File: src/rtl/pipe_adder_pkg.sv
// pipe_adder_pkg: shared constants, the stage control bundle and a
// configuration check for the pipelined adder.
package pipe_adder_pkg;

  localparam int DEFAULT_WIDTH  = 16;
  localparam int DEFAULT_STAGES = 4;

  // Control bits that travel alongside each stage's sum slice.
  typedef struct packed {
    logic valid;  // stage holds a live operation
    logic carry;  // carry out of the slice summed in this stage
  } stage_ctl_t;

  // True when the word splits into equal slices and is wide enough to
  // have a sign bit distinct from the bit below it.
  function automatic bit cfg_ok(input int width, input int stages);
    return (width >= 2) && (stages >= 1) && ((width % stages) == 0);
  endfunction

endpackage : pipe_adder_pkg

File: src/rtl/adder_slice.sv
// adder_slice: combinational W-bit ripple adder made of full-adder cells.
// Besides the sum and carry-out it exposes the carry into its MSB, which the
// top-level uses in its final stage to form the signed-overflow flag.
module adder_slice
  import pipe_adder_pkg::*;
#(
  parameter int W = 4
) (
  input  logic [W-1:0] a,
  input  logic [W-1:0] b,
  input  logic         ci,
  output logic [W-1:0] s,
  output logic         co,
  output logic         msb_ci
);

  logic [W:0] c;

  // Ripple the carry through one full-adder cell per bit.
  always_comb begin
    // NOTE: blocking assignments so each bit sees the carry computed just
    // above it; defaults first so no path leaves c or s unassigned.
    c    = '0;
    s    = '0;
    c[0] = ci;
    for (int i = 0; i < W; i++) begin
      s[i]     = a[i] ^ b[i] ^ c[i];
      c[i + 1] = (a[i] & b[i]) | (c[i] & (a[i] ^ b[i]));
    end
  end

  assign co     = c[W];
  assign msb_ci = c[W-1];

endmodule : adder_slice

File: src/rtl/pipe_adder.sv
// pipe_adder: WIDTH-bit adder split into STAGES equal slices, one slice per
// pipeline stage, with the slice carry registered between stages. A global
// stall (out_valid && !out_ready) freezes every stage; in_ready = !stall.
// Optional macro PIPE_ADDER_SUB_EN adds a 'sub' input selecting a - b.
module pipe_adder
  import pipe_adder_pkg::*;
#(
  parameter int WIDTH  = DEFAULT_WIDTH,
  parameter int STAGES = DEFAULT_STAGES
) (
  input  logic             clk,
  input  logic             rst,
  input  logic             in_valid,
  output logic             in_ready,
  input  logic [WIDTH-1:0] a,
  input  logic [WIDTH-1:0] b,
  input  logic             ci,
`ifdef PIPE_ADDER_SUB_EN
  input  logic             sub,
`endif
  output logic             out_valid,
  input  logic             out_ready,
  output logic [WIDTH-1:0] sum,
  output logic             co,
  output logic             ovf
);

  localparam int SLICE = WIDTH / STAGES;

  if (!cfg_ok(WIDTH, STAGES)) begin : g_cfg_check
    $error("pipe_adder: WIDTH must be >= 2 and a multiple of STAGES");
  end

  // ---------------------------------------------------------------------
  // Operand conditioning
  // ---------------------------------------------------------------------
  logic [WIDTH-1:0] b_eff;
  logic             ci_eff;

`ifdef PIPE_ADDER_SUB_EN
  // Subtraction is a + ~b + 1; the forced carry-in overrides ci.
  assign b_eff  = sub ? ~b : b;
  assign ci_eff = sub | ci;
`else
  assign b_eff  = b;
  assign ci_eff = ci;
`endif

  // ---------------------------------------------------------------------
  // Handshake: one stall signal freezes the whole pipe so bubbles keep
  // their position and nothing is lost or duplicated.
  // ---------------------------------------------------------------------
  logic stall;

  assign stall    = out_valid && !out_ready;
  assign in_ready = !stall;

  // ---------------------------------------------------------------------
  // Stages. Stage k consumes the lowest slice of the operand bits still
  // in flight, appends its sum slice above the completed lower slices,
  // and forwards the remaining operand bits (the skew buffer) upward.
  // ---------------------------------------------------------------------
  for (genvar k = 0; k < STAGES; k++) begin : g_stage
    localparam int SRC_W  = WIDTH - k * SLICE;  // operand bits still pending
    localparam int DONE_W = (k + 1) * SLICE;    // sum bits complete after k

    logic [SRC_W-1:0]  a_src;
    logic [SRC_W-1:0]  b_src;
    stage_ctl_t        ctl_src;
    logic [SLICE-1:0]  s_slice;
    logic [DONE_W-1:0] s_next;
    logic              c_out;
    logic              c_msb;

    stage_ctl_t        ctl_q;
    logic [DONE_W-1:0] s_q;

    if (k == 0) begin : g_head
      assign a_src   = a;
      assign b_src   = b_eff;
      assign ctl_src = '{valid: in_valid, carry: ci_eff};
      assign s_next  = s_slice;
    end else begin : g_link
      assign a_src   = g_stage[k-1].g_skew.a_q;
      assign b_src   = g_stage[k-1].g_skew.b_q;
      assign ctl_src = g_stage[k-1].ctl_q;
      assign s_next  = {s_slice, g_stage[k-1].s_q};
    end

    adder_slice #(
      .W(SLICE)
    ) u_slice (
      .a      (a_src[SLICE-1:0]),
      .b      (b_src[SLICE-1:0]),
      .ci     (ctl_src.carry),
      .s      (s_slice),
      .co     (c_out),
      .msb_ci (c_msb)
    );

    // Valid bit, slice carry and completed sum bits advance unless stalled.
    always_ff @(posedge clk) begin
      if (rst) begin
        // NOTE: data registers are cleared as well as valid bits so sum and
        // co read 0 after reset instead of leftovers from discarded work.
        ctl_q <= '0;
        s_q   <= '0;
      end else if (!stall) begin
        ctl_q <= '{valid: ctl_src.valid, carry: c_out};
        s_q   <= s_next;
      end
    end

    if (k < STAGES - 1) begin : g_skew
      logic [SRC_W-SLICE-1:0] a_q;
      logic [SRC_W-SLICE-1:0] b_q;
      logic                   unused_c_msb;

      // Only the final slice's MSB carry matters for overflow.
      assign unused_c_msb = c_msb;

      // Operand bits not yet summed ride along to the next stage.
      always_ff @(posedge clk) begin
        if (rst) begin
          a_q <= '0;
          b_q <= '0;
        end else if (!stall) begin
          a_q <= a_src[SRC_W-1:SLICE];
          b_q <= b_src[SRC_W-1:SLICE];
        end
      end
    end else begin : g_tail
      logic ovf_q;

      // Signed overflow: carry into the word MSB differs from carry out.
      always_ff @(posedge clk) begin
        if (rst) begin
          ovf_q <= 1'b0;
        end else if (!stall) begin
          ovf_q <= c_msb ^ c_out;
        end
      end
    end
  end

  // ---------------------------------------------------------------------
  // Outputs come straight from the last stage's registers.
  // ---------------------------------------------------------------------
  assign out_valid = g_stage[STAGES-1].ctl_q.valid;
  assign co        = g_stage[STAGES-1].ctl_q.carry;
  assign sum       = g_stage[STAGES-1].s_q;
  assign ovf       = g_stage[STAGES-1].g_tail.ovf_q;

endmodule : pipe_adder

File: config.mk
export PLATFORM = sky130hd
export DESIGN_NAME = pipe_adder
export DESIGN_NICKNAME = d
export VERILOG_FILES = /design/src/rtl/pipe_adder_pkg.sv /design/src/rtl/adder_slice.sv /design/src/rtl/pipe_adder.sv
export SDC_FILE = /design/constraint.sdc
export NUM_CORES = 1
export LEC_CHECK = 0
export ABC_AREA = 1
export ABC_CLOCK_PERIOD_IN_PS = 4740
export CAP_MARGIN = 20
export CORE_ASPECT_RATIO = 0.6
export CORE_MARGIN = 2
export CORE_UTILIZATION = 58
export DETAILED_ROUTE_END_ITERATION = 6
export HOLD_SLACK_MARGIN = 0.05
export PLACE_DENSITY = 0.81
export SYNTH_ARGS = -nofsm -noshare
export SYNTH_HDL_FRONTEND = slang
export SYNTH_HIERARCHICAL = 1
export SYNTH_SLANG_ARGS = --single-unit
export TNS_END_PERCENT = 1
File: constraint.sdc
create_clock -name clk -period 4.74 [get_ports clk]
set_input_delay 0.711 -clock clk [delete_from_list [all_inputs] [get_ports clk]]
set_output_delay 0.711 -clock clk [all_outputs]
set_load 0.005 [all_outputs]
==> After elaboration in Yosys (flattened, before gate mapping) <==
Index checks and enable logic that the tools add are counted.
W data, S select, Z words.
{ "totals": {"latch_bits": 0, "word_cells": 103, "out_inout_bits": 20, "inputBits": 37, "mem_bits_rw": 0, "memories": 0, "reg_bits": 97, "romBits": 0} }
{ "op_classes": {"n_bitwise": 81, "mul": 0, "n_lt_le_gt_ge": 0, "reduce_logical": 3, "shifts": 0, "muxes": 0, "addsub": 0, "eq_ne": 0, "div_mod_pow": 0} }
{ "op_table": {"columns": ["cell", "count"], "rows": [
  ["$xor A1 B1 Y1", 33],
  ["$and A1 B1 Y1", 32],
  ["$or A1 B1 Y1", 16],
  ["$logic_not A1 Y1", 2],
  ["$logic_and A1 B1 Y1", 1]
]} }

==> Depth between registers and ports, before layout <==
Gate-level depths: netlist (run 1).
{ "depth": {"depth_word": 10, "mapped_depth": 11, "depth_no_buf": 11} }

==> Cells and area by module <==
Netlist (run 1), hierarchy kept.
{ "by_module_without_submodules": {"columns": ["module", "n_inst", "cells_each", "seq_area_each_um2", "area_each_um2"], "rows": [
  ["pipe_adder", 1, 429, 1941.9, 3595.9],
  ["adder_slice", 4, 12, 0.0, 110.1]
]} }

==> Worst setup path after synthesis (run 1) <==
OpenSTA, ideal clock, no wires.
{ "synth_timing": {"path_kind": "input -> register", "from": "input a[0]", "to": "register g_stage[0].s_q[3]", "required_ns": 4.626, "arrival_time_ns": 2.222, "setup_ns": 0.114, "n_path_buf": 0, "stages": 8, "setup_slack_ns": 2.404, "path_cell_list": "fa_1 -> inv_1 -> fa_1 -> fa_1 -> inv_1 -> fa_1 -> nor2_1 -> nor2_1"} }
{ "synth_between": {"elab_chain_cells": 8, "word_cells_on_any_way": 9, "cone_classes": "bitwise: 9"} }
{ "synth_lines": {"columns": ["item", "line_no", "source"], "rows": [
  ["start: declaration", "pipe_adder.sv:15", "input logic [WIDTH-1:0] a,"],
  ["$xor A1 B1 Y1", "adder_slice.sv:28", "c[i + 1] = (a[i] & b[i]) | (c[i] & (a[i] ^ b[i]));"],
  ["$and A1 B1 Y1", "adder_slice.sv:28", null],
  ["$or A1 B1 Y1 (*)", "adder_slice.sv:28", null],
  ["$and A1 B1 Y1 (*)", "adder_slice.sv:28", null],
  ["$or A1 B1 Y1 (*)", "adder_slice.sv:28", null],
  ["$and A1 B1 Y1 (*)", "adder_slice.sv:28", null],
  ["$or A1 B1 Y1 (*)", "adder_slice.sv:28", null],
  ["named net g_stage[0].c_msb", "pipe_adder.sv:73", "logic c_msb;"],
  ["$xor A1 B1 Y1 (*)", "adder_slice.sv:27", "s[i] = a[i] ^ b[i] ^ c[i];"],
  ["named net g_stage[0].s_next[3]", "pipe_adder.sv:71", "logic [DONE_W-1:0] s_next;"],
  ["end signal: assignment", "pipe_adder.sv:110", "s_q <= s_next;"],
  ["end: declaration", "pipe_adder.sv:76", "logic [DONE_W-1:0] s_q;"]
]} }
The timed path passes the listed nets; every way through them passes the cells marked *.
A chain may end at the register's enable or synchronous reset.

==> Worst setup path in the final report (run 1) <==
{ "layout_timing": {"from": "input out_ready", "to": "output in_ready"} }
{ "layout_between": {"elab_chain_cells": 3} }
{ "layout_lines": {"columns": ["item", "line_no", "source"], "rows": [
  ["start: declaration", "pipe_adder.sv:22", "input logic out_ready,"],
  ["$logic_not A1 Y1", "pipe_adder.sv:55", "assign stall = out_valid && !out_ready;"],
  ["$logic_and A1 B1 Y1", "pipe_adder.sv:55", null],
  ["$logic_not A1 Y1", null, null],
  ["end: declaration", "pipe_adder.sv:14", "output logic in_ready,"]
]} }
Every way passes these cells.

==> results of run 1 <==
-- worst reg2reg max path, cell delays in order, from the launching register on --
cell	delay, ns
dfxtp_1	0.36
fa_1	0.18
inv_1	0.05
fa_1	0.38
fa_1	0.40
inv_1	0.14
fa_1	0.42
nor2_1	0.12
nor2_1	0.05
-- power by group through the flow --
stage               registers [uW]  clock network (uW)  logic, uW
global route                   909                 700        230
detailed placement             920                   0        202
CTS                            902                 663        205
global placement               918                   0        197
floorplan                      914                   0        129
finish                         902                 644        203
-- synthesized netlist by cell type, drive strengths merged --
library cell	instances	area share
o21bai	94	0.17
nand2	7	0.0071
dfxtp	97	0.48
a21oi	1	0.0012
nand3b	1	0.0019
fa	16	0.079
buf	21	0.029
nor2	193	0.18
clkbuf	9	0.0084
inv	38	0.035
-- cells by family after synthesis --
logic type / Yosys count
adder cells (fa/ha/maj): 16
AND/OR/NAND/NOR: 201
AO/OA/AOI/OAI: 95
flip-flops: 97
buffers and inverters: 68
-- final timing paths --
path / start / endpoint / slack [ns] / cells past startpoint
max: out_ready / in_ready / 2.14 / 4
min: g_stage[1].g_skew.a_q[5] / g_stage[2].g_skew.a_q[1] / 0.48 / 2
max reg2reg: g_stage[2].ctl_q[0] / sum[15] / 2.55 / 8
min reg2reg: g_stage[1].g_skew.a_q[5] / g_stage[2].g_skew.a_q[1] / 0.48 / 2
-- flip-flops by register name, indices dropped and copies added (netlist names) --
| register | cells |
|---|---|
| ovf | 1 |
| g_stage.g_skew.a_q | 24 |
| co | 1 |
| g_stage.ctl_q | 6 |
| g_stage.s_q | 24 |
| g_stage.g_skew.b_q | 24 |
| out_valid | 1 |
| sum | 16 |
-- placed cells by master, fill, tap and decap left out --
cell,n
a21oi_1,1
buf_12,1
buf_2,1
buf_4,2
clkbuf_1,3
clkbuf_16,9
clkdlybuf4s50_1,55
clkinvlp_4,4
dfxtp_1,97
fa_1,16
inv_1,37
inv_2,1
nand2_1,6
nand2_2,1
nand3b_1,1
nor2_1,192
nor2_4,1
o21bai_1,94
-- routing by layer --
metal	routed length (um)	global-route usage	vias to the layer above	share of wire
li1	-	-	1561	-
met1	3798	0.2603	1334	0.51
met2	3188	0.3432	73	0.43
met3	394	0.07080	9	0.053
met4	58	0.05401	0	0.0078
met5	0	0	-	0
-- final cells by class --
type	instances	area [um^2]	share of cell area
clock inverters	4	30.03	0.006192
flip-flops and latches	97	1942	0.4004
multi-input cells	312	1799	0.3710
well taps	87	108.9	0.02245
inverters	38	142.6	0.02941
repair buffers	59	590.6	0.1218
clock buffers	12	236.5	0.04876
-- through the flow --
step	power [uW]	hold slack, ns	instance area [um^2]
after floorplan	1044	0.4359	4036
after global placement	1114	0.4511	4583
after detailed placement	1122	0.4688	4583
after CTS	1770	0.4856	4850
after global routing	1840	0.5001	4850
final	1750	0.4755	4850
==> metrics, run 1 <==
status finished, final reports clean; f_max about 0.38 GHz; Resized cells post-CTS 0; Post-CTS Setup Bufs 0; simple-gate share of the synthesized area 0.1903; sequential group share of total power 0.515; Syn Area/Cell 8.462 um^2; Adder-Cell Fraction of Synth Area 0.07936; IO Count 57; post-synthesis instance total about 480; Clock Skew around 0.0086 ns; switching share of total power 0.2356; sw power approximately 410 uW; RSZ-0062 raised after global routing no; initial core utilization 0.6020; Hold Crit Class flip-flop to flip-flop; Compound-Gate Fraction of Synth Area 0.1761; Detail Route Antenna Nets 0; Max-slew headroom 0.2995; maxcap violations 0; WL final 7.440 mm; first-pass GRT wire length between 10 and 15 mm; vias in the first global route 2807; CTS tree yes; Port Buffers 56; Combinational Power Share 0.116; CP arrival 1.89 ns; htree depth 3; First-pass DRT Iterations 4; die area between 7000 and 8000 um^2; via-per-instance ratio just under 5; CP max-delay cell clkdlybuf4s50_1; Period Utilization, post-route 0.5489; Clock power frac 0.368; initial antenna violation count 0; Fin. Hold Viols 0; largest net degree at the start of global routing 97; Final #Nets 570; Setup Total Neg Slack 0 ns; chip height between 60 and 70 um; CTS hold repair buffers 0; Final GP Congestion approximately 0.74; Slew @ Worst Pin 1.048 ns; Placed Cells a little under 600; Root Buffer clkbuf_16; crit path cell chain clkdlybuf4s50_1 -> inv_1 -> nand2_2 -> clkdlybuf4s50_1; power density over the cells approximately 360 nW/um^2; Clk Latency, worst-skew pair 0.34 ns; CP Buf/Inv Count 3; critical path type input pin to output pin; worst stage delay on the critical path 0.53 ns; Final Util 0.7233; Required @ worst endpoint 4.03 ns; Ys Warns 6; drt first-iter violations between 150 and 200; width of the die 111.7 um; total congestion overflow 0; Synth Net Count 530; Top Family by Delay on Critical Path buffers and inverters; drc violations 0; Final setup viols 0; via count ~3.0k; Clock Sinks between 90 and 100; wire per inst approximately 12 um; synthesized area 4036 um^2; pre-CTS setup slack around 1.8 ns; number of diodes 0; Power Internal approximately 1300 uW; critical-path maximum fanout 2; clock buffer count from CTS 9; share of cells above drive strength 1 0.03831; LEAKAGE approximately 0.0019 uW; max-slew violations 0; Layout fillers around 540; Final WS setup 2.138 ns; Total GRT Usage 0.2051; Startpoint Class input pin; DP HPWL around 4.6 mm; largest family of logic cells by synthesized area simple AND/OR/NAND/NOR gates; minimum clock period ~2.6 ns; Synth-to-Final Area Change 20.15%; Synth Register Bits 97; post-synthesis mux area share 0; CP Capture Type output pin; post-synthesis sequential area ratio 0.4811; Most common cell on crit path clkdlybuf4s50_1; FP Rows 23; Final Non-Filler Cells roughly 600; XOR/XNOR Fraction of Synth Area 0; Synth cell types 15; Max Buffers Root-to-Sink 2; Reg clk slew, reported paths ~0.060 ns; VDD IR max roughly 200 uV; Core Area 6705 um^2
(Power assumes the default switching activity.)
==> inputs of run 2 (changes only) <==
- ABC_CLOCK_PERIOD_IN_PS: 4740 -> 2680
- CORE_UTILIZATION: 58 -> 54
- PLACE_DENSITY: 0.81 -> 0.76
- clock period: 4.74 -> 2.68 ns (I/O delays scaled with it)
==> metrics, run 2 (synthesis gave the netlist of run 1 again) <==
status finished, final reports clean; critical path depth 9 (+5); reg2reg end sum[15]; die area 8205 um^2 (+7.1%); Final setup viols 0 (unchanged); Worst Setup EP g_stage[0].s_q[3]; CP Capture Type flip-flop; Layout fillers 592 (+9.8%); clock buffer count from CTS 9 (unchanged); Clock power frac 0.369 (about the same); sequential group share of total power 0.513 (-0.002); IO Count 57 (unchanged); Root Buffer clkbuf_16; Clk Latency, worst-skew pair 0.34 ns (about the same); First-pass DRT Iterations 4 (unchanged); Final GP Congestion 0.7492 (+1.2%); critical-path maximum fanout 1 (-1); Period Utilization, post-route 0.8559; largest net degree at the start of global routing 98 (+1.0%); FF-to-FF Start g_stage[2].g_skew.a_q[0]; initial core utilization 0.5577 (-0.04423); share of cells above drive strength 1 0.03839 (+0.00007354); CP arrival 2.52 ns (+0.63 ns); Top Registers g_stage.g_skew.a_q (24), g_stage.g_skew.b_q (24), g_stage.s_q (24); sw power 724.3 uW (+76%); Slew @ Worst Pin 0.5984 ns (-0.4498 ns); LEAKAGE 0.001941 uW (+1.3%); max-slew violations 0 (unchanged); DP HPWL 4.523 mm (-1.1%); Startpoint Class input pin; Required @ worst endpoint 2.91 ns (-1.12 ns); number of diodes 0 (unchanged); most frequent cells in the layout nor2_1 (192), dfxtp_1 (97), o21bai_1 (94), clkdlybuf4s50_1 (55), inv_1 (37); Fin. Hold Viols 0 (unchanged); htree depth 3 (unchanged); drt first-iter violations 283 (+62%); Setup Total Neg Slack 0 ns (unchanged); Top Family by Delay on Critical Path adder cells; Final WS setup 0.3861 ns (-1.752 ns); via-per-instance ratio 4.720 (-3.4%); width of the die 115.6 um (+3.5%); met1 Track Usage GR 0.2826 (+0.02223); CTS hold repair buffers 0 (unchanged); Clock Sinks 97 (unchanged); Global Route met3 Usage 0.07284 (+0.002032); Total GRT Usage 0.1976 (-0.007547); Final Non-Filler Cells 625 (+2.6%); first-pass GRT wire length 12.66 mm (+1.6%); vias in the first global route 2805 (-0.071%); Resized cells post-CTS 0 (unchanged); RSZ-0062 raised after global routing no; Final #Nets 570 (unchanged); via count 2950 (-0.91%); Core Area 7237 um^2 (+7.9%); chip height 70.97 um (+3.4%); switching share of total power 0.2329 (-0.002765); met2 usage 0.2807 (-0.06248); Most common cell on crit path fa_1; Register-to-Register Path Depth 8 (unchanged); worst stage delay on the critical path 0.50 ns (-0.03 ns); critical path type input pin to flip-flop; total power draw 3111 uW (+78%); FP Rows 24 (+4.3%); power density over the cells 635.7 nW/um^2 (+76%); busiest grt layer met1; CP max-delay cell clkdlybuf4s50_1; VDD IR max 356.2 uV (+82%); CTS tree yes; f_max approximately 0.44 GHz; Power Internal 2386 uW (+78%); Clock Skew 0.004915 ns (-0.003660 ns); CP Buf/Inv Count 3 (unchanged); Post-CTS Setup Bufs 0 (unchanged); Combinational Power Share 0.118 (+0.002); Hold Crit Class flip-flop to flip-flop; Final Util 0.6762 (-0.04709); reg2reg setup slack 0.47 ns (-2.08 ns); Max-slew headroom 0.6010 (+0.3015); drc violations 0 (unchanged); pre-CTS setup slack 0.04876 ns (-1.756 ns); Synth-to-Final Area Change 21.23%; Max Buffers Root-to-Sink 2 (unchanged); most common cell after layout, fill and taps aside nor2_1; total congestion overflow 0 (unchanged); WL final 7.524 mm (+1.1%); crit path cell chain clkdlybuf4s50_1 -> fa_1 -> inv_1 -> fa_1 -> fa_1 -> inv_1 -> fa_1 -> nor2_1 -> nor2_1; maxcap violations 0 (unchanged); Placed Cells 610 (+2.9%); wire per inst 12.04 um (-1.5%); minimum clock period between 2 and 2.5 ns; Worst Setup SP b[0]; Reg clk slew, reported paths 0.06 ns (about the same); initial antenna violation count 0 (unchanged); Port Buffers 56 (unchanged); Detail Route Antenna Nets 0 (unchanged)
## run 2: cell count changes in the layout (fill, tap and decap cells not counted), sizes merged
cell      previous run  this run
clkinvlp             4         1
clkinv               0         2
## run 2: worst register-to-register path: cells and delay by family (launching register included)
family	cells	cell delay, ns
simple gates	2	0.16
flops	1	0.36
fa+ha+maj	4	1.40
buf+inv	2	0.19
## run 2: metal layers
layer / wire (um) / part of all wire
met1: 4046 / 0.54
met2: 3065 / 0.41
met3: 378 / 0.050
met4: 33 / 0.0044
met5: 0 / 0
## run 2: area by class of cell
cell class,instances,area [um^2],share of cell area
inverter,38,142.6,0.02915
multi-input combinational,312,1799,0.3677
timing repair buffer,59,615.6,0.1258
clock buffer,12,246.5,0.05037
clock inverter,3,17.52,0.003580
sequential,97,1942,0.3968
tap,104,130.1,0.02659
## run 2: stage by stage
stage / area [um^2] / hold WS, ns
detailed placement: 4629 / 0.4713
global route: 4893 / 0.5001
global placement: 4629 / 0.4559
finish: 4893 / 0.4814
floorplan: 4036 / 0.4359
CTS: 4893 / 0.4803
## run 2: worst min-delay path by stage
stage                                   from                  endpoint  slack [ns]  depth (start not counted)
global placement         g_stage[2].ctl_q[1]                 out_valid        0.46                          2
global route        g_stage[1].g_skew.a_q[5]  g_stage[2].g_skew.a_q[1]        0.50                          2
detailed placement  g_stage[0].g_skew.a_q[7]  g_stage[1].g_skew.a_q[3]        0.47                          2
CTS                      g_stage[2].ctl_q[1]                 out_valid        0.48                          2
floorplan                g_stage[2].ctl_q[1]                 out_valid        0.44                          2
finish                   g_stage[2].ctl_q[1]                 out_valid        0.48                          2
## run 2: power by group through the flow
stage / Clock, uW / Combinational (uW) / Sequential (uW)
after CTS: 1180 / 368 / 1600
after floorplan: 0 / 229 / 1620
after global placement: 0 / 355 / 1620
after detailed placement: 0 / 363 / 1630
after global routing: 1240 / 417 / 1610
final: 1150 / 367 / 1600
==> inputs of run 3 (changes only) <==
- CORE_UTILIZATION: 54 -> 56
- CTS_BUF_LIST: default -> sky130_fd_sc_hd__clkbuf_8
- PLACE_DENSITY: 0.76 -> 0.79
- SLEW_MARGIN: default -> 25
==> metrics, run 3 (synthesis gave the netlist of run 1 again) <==
Clk Latency, worst-skew pair 0.36 ns (+0.02 ns); number of diodes 0 (unchanged); status finished, final reports clean; Required @ worst endpoint 2.94 ns (+0.03 ns); minimum clock period 2.260 ns (-0.03396 ns); Layout fillers 571 (-3.5%); initial antenna violation count 0 (unchanged); critical path type input pin to flip-flop; htree depth 3 (unchanged); CTS tree yes; crit path cell chain clkdlybuf4s50_1 -> fa_1 -> inv_1 -> fa_1 -> fa_1 -> inv_1 -> fa_1 -> nor2_1 -> nor2_1; share of cells above drive strength 1 0.03831 (-0.00007354); via-per-instance ratio 4.898 (+3.8%); Total GRT Usage 0.1993 (+0.001710); initial core utilization 0.5918 (+0.03407); CP Capture Type flip-flop; vias in the first global route 2804 (-0.036%); drc violations 0 (unchanged); Clock Skew 0.006077 ns (+0.001163 ns); Resized cells post-CTS 0 (unchanged); Slew @ Worst Pin 0.7952 ns (+0.1967 ns); wire per inst 12.22 um (+1.5%); first-pass GRT wire length 12.52 mm (-1.1%); via count 2983 (+1.1%); chip height 69.76 um (-1.7%); Final GP Congestion 0.7520 (+0.37%); CP max-delay cell clkdlybuf4s50_1; First-pass DRT Iterations 4 (unchanged); most frequent cells in the layout nor2_1 (192), dfxtp_1 (97), o21bai_1 (94), clkdlybuf4s50_1 (55), inv_1 (40); WL final 7.444 mm (-1.1%); Detail Route Antenna Nets 0 (unchanged); Core Area 6820 um^2 (-5.8%); Fin. Hold Viols 0 (unchanged); Startpoint Class input pin; IO Count 57 (unchanged); Top Registers g_stage.g_skew.a_q (24), g_stage.g_skew.b_q (24), g_stage.s_q (24); total congestion overflow 0 (unchanged); worst stage delay on the critical path 0.49 ns (about the same); Period Utilization, post-route 0.8433 (-0.01267); Final #Nets 570 (unchanged); Max-slew headroom 0.4699 (-0.1312); LEAKAGE 0.001939 uW (about the same); most common cell after layout, fill and taps aside nor2_1; Hold Crit Class flip-flop to flip-flop; Reg clk slew, reported paths 0.08 ns (+0.02 ns); width of the die 113.6 um (-1.7%); Max Buffers Root-to-Sink 2 (unchanged); f_max 0.4425 GHz (+1.5%); power density over the cells 620.3 nW/um^2 (-2.4%); max-slew violations 0 (unchanged); critical-path maximum fanout 1 (unchanged); Most common cell on crit path fa_1; CTS hold repair buffers 0 (unchanged); placed inst area 4601 um^2 (-0.62%); Post-CTS Setup Bufs 0 (unchanged); die area 7925 um^2 (-3.4%); CP arrival 2.52 ns (about the same); largest net degree at the start of global routing 97 (-1.0%); FP Rows 23 (-4.2%); DP HPWL 4.525 mm (about the same); Synth-to-Final Area Change 19.50%; clock buffer count from CTS 9 (unchanged); VDD IR max 354.9 uV (-0.35%); maxcap violations 0 (unchanged); final non-filler cell area 4823 um^2 (-1.4%); RSZ-0062 raised after global routing no; Port Buffers 56 (unchanged); Setup Total Neg Slack 0 ns (unchanged); Clock Sinks 97 (unchanged); Root Buffer clkbuf_8; drt first-iter violations 223 (-21%); Final setup viols 0 (unchanged)
==> run 3: changes by cell type in the layout (fill, tap and decap cells not counted) <==
cell | before | now
buf_12 | 3 | 2
buf_4 | 0 | 1
bufinv_16 | 0 | 2
clkbuf_1 | 2 | 0
clkbuf_16 | 9 | 0
clkbuf_8 | 1 | 11
clkinv_2 | 2 | 0
clkinvlp_4 | 1 | 0
inv_1 | 37 | 40
nand2_2 | 1 | 0
nand2_4 | 0 | 1
==> run 3: worst max-delay path: cells and delay by family <==
| family | cells | cell delay (ns) |
|---|---|---|
| fa+ha+maj | 4 | 1.34 |
| buf+inv | 3 | 0.62 |
| simple gates | 2 | 0.16 |
==> run 3: area by class of cell <==
cell class | instances | area [um^2] | share of cell area
multi-input cells | 312 | 1804 | 0.3741
repair buffers | 59 | 603.1 | 0.1250
flip-flops and latches | 97 | 1942 | 0.4026
well taps | 87 | 108.9 | 0.02257
clock buffers | 11 | 151.4 | 0.03139
inverters | 38 | 142.6 | 0.02957
clock inverters | 5 | 71.32 | 0.01479
==> run 3: final timing paths <==
kind / slack, ns / to / startpoint / cells past startpoint
worst max-delay path: 0.42 / g_stage[0].s_q[3] / b[0] / 9
worst min-delay path: 0.49 / out_valid / g_stage[2].ctl_q[1] / 2
worst max register to register: 0.51 / sum[15] / g_stage[2].g_skew.b_q[0] / 8
worst min register to register: 0.49 / out_valid / g_stage[2].ctl_q[1] / 2
==> run 3: per-layer routing <==
metal,wire length [um],track usage
met1,3833,0.2677
met2,3127,0.3027
met3,396,0.07168
met4,87,0.06098
met5,0,0
==> run 3: stage by stage <==
step	instances	setup slack, ns	utilization	hold slack (ns)	total power [uW]
6_report	609	0.4201	0.7072	0.4852	2992
2_1_floorplan	477	0.6534	-	0.4359	1846
3_3_place_gp	593	0.1112	0.6746	0.4510	1976
5_1_grt	609	0.2962	0.7072	0.5018	3143
3_5_place_dp	593	0.01665	0.6746	0.4702	1987
4_1_cts	609	0.4146	0.7072	0.4914	3019
==> run 3: where the power goes <==
group	switching [uW]	internal, uW
combinational	165	196
clock	470	567
sequential	53.9	1540
total	689	2300
